**config.mk**
```make
export PLATFORM = sky130hd
export DESIGN_NAME = lif_integrate_fire
export DESIGN_NICKNAME = d
export VERILOG_FILES = /design/src/rtl/lif_integrate_fire.sv
export SDC_FILE = /design/constraint.sdc
export NUM_CORES = 1
export LEC_CHECK = 0
export CORE_MARGIN = 2
export CORE_UTILIZATION = 35
export DETAILED_ROUTE_END_ITERATION = 6
export GPL_TIMING_DRIVEN = 0
export PLACE_DENSITY = 0.67
export SETUP_SLACK_MARGIN = 0.1
export SYNTH_ARGS = -nofsm -noshare
export SYNTH_HDL_FRONTEND = slang
export SYNTH_SLANG_ARGS = --single-unit
```
**constraint.sdc**
```tcl
create_clock -name clk -period 18 [get_ports clk]
set_input_delay 3.6 -clock clk [delete_from_list [all_inputs] [get_ports clk]]
set_output_delay 3.6 -clock clk [all_outputs]
set_load 0.01 [all_outputs]
```
**src/rtl/lif_integrate_fire.sv**
```systemverilog
// Leaky integrate-and-fire neuron: per-step leak, input integration, threshold spike, refractory.
// Define SPIKE_COUNT_EN to add a saturating 16-bit spike_count output.
module lif_integrate_fire #(
  parameter int unsigned n_stage  = 10,
  parameter int unsigned REFRAC_W = 4
) (
  input  logic                clk,
  input  logic                rst,
  input  logic                en,
  input  logic [n_stage+1:0]  current_in,
  input  logic                current_valid,
  input  logic [2:0]          shift,
  input  logic [n_stage+1:0]  threshold,
  input  logic [REFRAC_W-1:0] refrac_cycles,
  output logic                spike,
  output logic [n_stage+1:0]  u_out,
  output logic [1:0]          state_out
`ifdef SPIKE_COUNT_EN
  ,
  output logic [15:0]         spike_count
`endif
);

  localparam int unsigned UW = n_stage + 2;

  localparam logic [1:0] StIntegrate = 2'b00;
  localparam logic [1:0] StFire      = 2'b01;
  localparam logic [1:0] StRefrac    = 2'b10;

  localparam logic [REFRAC_W-1:0] CntOne = REFRAC_W'(1);

  logic [UW-1:0]       u_q, u_d;
  logic [1:0]          state_q, state_d;
  logic [REFRAC_W-1:0] cnt_q, cnt_d;
  logic                spike_q, spike_d;

  logic [UW-1:0] leak;
  logic [UW-1:0] u_leaked;
  logic [UW-1:0] cur;
  logic [UW:0]   sum;
  logic [UW-1:0] u_step;
  logic          fire_hit;
  logic          fire_now;

  // u - (u >> k) can never go negative, so only the addition needs a carry bit.
  always_comb begin
    leak     = (shift == 3'd0) ? '0 : (u_q >> shift);
    u_leaked = u_q - leak;
    cur      = current_valid ? current_in : '0;
    sum      = {1'b0, u_leaked} + {1'b0, cur};
    u_step   = sum[UW] ? '1 : sum[UW-1:0];
    fire_hit = (threshold != '0) && (u_step >= threshold);
    fire_now = (state_q == StIntegrate) && en && fire_hit;
  end

  always_comb begin
    u_d     = u_q;
    state_d = state_q;
    cnt_d   = cnt_q;
    spike_d = 1'b0;
    case (state_q)
      StIntegrate: begin
        if (en) begin
          if (fire_hit) begin
            u_d     = '0;
            state_d = StFire;
            spike_d = 1'b1;
          end else begin
            u_d = u_step;
          end
        end
      end
      StFire: begin
        u_d     = '0;
        cnt_d   = refrac_cycles;
        state_d = (refrac_cycles != '0) ? StRefrac : StIntegrate;
      end
      StRefrac: begin
        u_d = '0;
        if (en) begin
          if (cnt_q <= CntOne) begin
            cnt_d   = '0;
            state_d = StIntegrate;
          end else begin
            cnt_d = cnt_q - CntOne;
          end
        end
      end
      default: begin
        u_d     = '0;
        cnt_d   = '0;
        state_d = StIntegrate;
      end
    endcase
  end

  always_ff @(posedge clk) begin
    if (rst) begin
      u_q     <= '0;
      state_q <= StIntegrate;
      cnt_q   <= '0;
      spike_q <= 1'b0;
    end else begin
      u_q     <= u_d;
      state_q <= state_d;
      cnt_q   <= cnt_d;
      spike_q <= spike_d;
    end
  end

  assign spike     = spike_q;
  assign u_out     = u_q;
  assign state_out = state_q;

`ifdef SPIKE_COUNT_EN
  logic [15:0] count_q, count_d;

  always_comb begin
    count_d = count_q;
    if (fire_now && (count_q != 16'hFFFF)) begin
      count_d = count_q + 16'd1;
    end
  end

  always_ff @(posedge clk) begin
    if (rst) begin
      count_q <= '0;
    end else begin
      count_q <= count_d;
    end
  end

  assign spike_count = count_q;
`else
  logic unused_fire_now;
  assign unused_fire_now = fire_now;
`endif

endmodule

```
==> impl_summary.log <==
[metrics] DRC violation count after routing: 0
[metrics] final clock period utilization by the worst path: 54.3%
[metrics] class of the worst hold path: flip-flop to flip-flop
[metrics] last weighted congestion value of the routability-driven placer: between 0.8 and 0.9
[metrics] CP max FO: 10
[metrics] cell area power density: 156 mW/mm^2
[metrics] I/O pin count: 50
[metrics] slew at the pin with the worst max-slew slack: 0.576 ns
[metrics] Min Clock Period, post-route: 9.78 ns
[metrics] Max Cap Violations: 0
[metrics] effective utilization at floorplan: 36.2%
[metrics] Max IR drop VDD: between 0.06 and 0.07 mV
[metrics] drt via density: around 5.3
[metrics] total gr overflow: 0
[metrics] level count of the clock H-tree: 1
[metrics] number of buffers inserted by hold repair at cts: 0
[metrics] synthesized area divided by synthesized cell count: 7.43 sq um
[metrics] setup violation total in the final timing report: 0
[metrics] result of the run: completed
[metrics] P&R area growth vs syn: 23.9%
[metrics] worst setup timing slack at the placement stage: 7.97 ns
[metrics] kind of critical path: input port to flip-flop
[metrics] syn nets: 432
[metrics] most common flop cell mapped by yosys: sky130_fd_sc_hd__dfxtp_1
[metrics] required time reported for the critical path endpoint: 18.21 ns
[metrics] die width: 90.8 um
[metrics] count of flip-flops with a built-in enable after synthesis: 0
[metrics] maximum number of pins on one net before global-route repair: 12
[metrics] post-route antenna net violation count: 0
[metrics] Placeable Area: 0.00729 sq mm
[metrics] largest buffer count on any clock path: 2
[metrics] TritonCTS clock tree: done
[metrics] drt first pass iters: 4
[metrics] Worst Slack Setup Final: 8.22 ns
[metrics] half-perimeter wire length after detailed placement: 5870 um
[metrics] DRT Wirelength: 6830 um
[metrics] cell at the root of the clock tree: sky130_fd_sc_hd__clkbuf_8
[metrics] Initial DRC Count: about 100
[metrics] WP data arrival: roughly 10 ns
[metrics] nature of the critical path startpoint: input port
[metrics] pins over their slew limit: 0
[metrics] number of unique standard cell types used by synthesis: 53
[metrics] clock sink count: 19
[metrics] # Post-CTS Setup Buffers: 0
[metrics] CTS Buf Count: 3
[metrics] final layout net count: ~480
[metrics] fraction of final layout cells sized beyond drive strength 1: between 3 and 4%
[metrics] count of warnings emitted by yosys: 0
[metrics] total of cells resized after clock tree synthesis: 0
[metrics] global-route wire length before repair: 11800 um
[metrics] RSZ-0062 raised after global routing: no
[metrics] register bit total from synthesis: 19
[metrics] type of element capturing the critical path: flip-flop
[metrics] global router's overall resource usage: 16.9%
[metrics] clock latency on the worst-skew pair: 0.26 ns
[metrics] setup_tns: 0 ns
[metrics] number of antenna violations at the first check in global routing: 0
[metrics] Wirelength per Cell: 13.5 um
[metrics] worst clock skew on the final layout: 0.00169 ns
[metrics] number of global-route vias before repair: 2570
[metrics] static leakage: 1.37 nW
[metrics] share of flip-flops with an asynchronous set or reset: 0%
[metrics] Clock Pin Slew Worst Setup and Hold Paths: 0.07 ns
[metrics] Placed Instances: 500
[metrics] number of core rows: 31
[metrics] Final Power: 510 uW
[metrics] normalized max-slew margin: 60.6%
[metrics] sequential fraction of the synthesis area: around 14%
[metrics] post-synthesis instance area: 0.00264 sq mm
[metrics] overall via count from detail_route: around 2700
[metrics] number of port buffers: 46
[metrics] Die Y-Extent: 90.8 um
[metrics] highest achievable clock rate: 102 MHz
[metrics] setup slack of the most critical reg-to-reg path: 11.85 ns
[metrics] number of instances in the synthesized netlist: 355
[metrics] antenna fix cells: 0
[metrics] Hold Vio Cnt, Final: 0
[metrics] overall die area: just over 0.008 sq mm
[metrics] Layout Cells excl Fill: 504
==> worst max-delay path: stages <==
cell                        delay [ns]
sky130_fd_sc_hd__clkbuf_1         0.26
sky130_fd_sc_hd__buf_1            0.39
sky130_fd_sc_hd__nor2b_1          0.37
sky130_fd_sc_hd__a221oi_1         0.14
sky130_fd_sc_hd__a21oi_1          0.17
sky130_fd_sc_hd__ha_1             0.19
sky130_fd_sc_hd__inv_1            0.05
sky130_fd_sc_hd__fa_1             0.39
sky130_fd_sc_hd__a21oi_1          0.19
sky130_fd_sc_hd__o21ai_0          0.15
sky130_fd_sc_hd__a2111oi_0        0.57
sky130_fd_sc_hd__nor2_1           0.13
sky130_fd_sc_hd__xnor2_1          0.15
sky130_fd_sc_hd__ha_1             0.35
sky130_fd_sc_hd__o21ai_0          0.13
sky130_fd_sc_hd__o21ai_0          0.17
sky130_fd_sc_hd__o221ai_1         0.16
sky130_fd_sc_hd__a21oi_1          0.30
sky130_fd_sc_hd__mux2i_1          0.22
sky130_fd_sc_hd__nand2_1          0.07
sky130_fd_sc_hd__ha_1             0.30
sky130_fd_sc_hd__a21oi_1          0.13
sky130_fd_sc_hd__o21ai_0          0.11
sky130_fd_sc_hd__a2111oi_0        0.43
sky130_fd_sc_hd__a21oi_1          0.25
sky130_fd_sc_hd__nor2_2           0.38
sky130_fd_sc_hd__a22o_1           0.21
==> layout make-up <==
cell class              instances  area, sq um
inverters                      33          124
well taps                      99          124
fillers                       752         4030
clock inverters                 1         5.00
flip-flops and latches         19          380
clock buffers                   3         41.3
multi-input cells             295         2100
repair buffers                 46          460
plain buffers                   8         30.0
==> metal layers <==
layer	vias up	wire, um	GRT usage, %
li1	1388	-	-
met1	1220	3190	22.1
met2	62	3290	30.1
met3	5	304	1.50
met4	0	47	3.28
met5	-	0	0
==> sequential cells by signal (all words and copies together), names as in the netlist <==
register and count:
cnt_q 4, spike 1, state_out 2, u_out 12
==> through the flow <==
stage / util (%) / cell area [sq um] / hold WS [ns]
finish: 44.8 / 3270 / 0.516
floorplan: - / 2640 / 0.475
global route: 44.8 / 3270 / 0.530
global placement: 44.2 / 3220 / 0.501
detailed placement: 44.2 / 3220 / 0.504
CTS: 44.8 / 3270 / 0.515
==> cell families after synthesis <==
group / synth area share [%]
AOI/OAI and AO/OA: 27.8
and+or+nand+nor: 22.2
adders and majority gates: 20.5
xor gates and xnor gates: 5.32
buffers and inverters: 5.84
muxes: 3.99
DFF: 14.4
==> layout by cell type (no fill, tap or decap), types with 5 or more instances in the layout <==
cell type                         instances
sky130_fd_sc_hd__a21o_1                   7
sky130_fd_sc_hd__a21oi_1                 24
sky130_fd_sc_hd__a22o_1                  11
sky130_fd_sc_hd__a31oi_1                  6
sky130_fd_sc_hd__and2_1                  13
sky130_fd_sc_hd__clkbuf_1                 7
sky130_fd_sc_hd__clkdlybuf4s50_1         46
sky130_fd_sc_hd__dfxtp_1                 19
sky130_fd_sc_hd__ha_1                    40
sky130_fd_sc_hd__inv_1                   33
sky130_fd_sc_hd__mux2i_1                  6
sky130_fd_sc_hd__nand2_1                 34
sky130_fd_sc_hd__nand2b_1                 7
sky130_fd_sc_hd__nand3_1                  5
sky130_fd_sc_hd__nor2_1                  31
sky130_fd_sc_hd__nor3_1                   7
sky130_fd_sc_hd__o21ai_0                 23
sky130_fd_sc_hd__xnor2_1                 10
sky130_fd_sc_hd__xor2_1                   6
==> where the power goes <==
part,switching [mW],total (mW),internal (mW)
sequential,0.0117,0.0624,0.0507
combinational,0.233,0.417,0.184
clock,0.0151,0.0305,0.0154
==> cell usage after synthesis, drive strengths merged (5+ instances only) <==
| library cell | n | area [sq um] |
|---|---|---|
| ha | 40 | 500 |
| o21ai | 24 | 124 |
| nand2 | 34 | 128 |
| a21o | 7 | 52.6 |
| nor3 | 7 | 35.0 |
| nor2 | 32 | 123 |
| a21oi | 24 | 120 |
| nand3 | 5 | 25.0 |
| and2 | 13 | 81.3 |
| a22o | 11 | 96.3 |
| nand2b | 7 | 43.8 |
| a31oi | 6 | 37.5 |
| inv | 33 | 124 |
| clkbuf | 7 | 26.3 |
| mux2i | 6 | 60.1 |
| dfxtp | 19 | 380 |
| xor2 | 6 | 52.6 |
| xnor2 | 10 | 87.6 |
| or2 | 5 | 31.3 |
==> path summary, 6_finish.rpt <==
check | startpoint | endpoint | depth (start not counted)
min | u_out[0] | u_out[0] | 2
max | shift[1] | u_out[2] | 27
max reg2reg | u_out[4] | u_out[2] | 26
min reg2reg | u_out[0] | u_out[0] | 2
(Power assumes the default switching activity.)
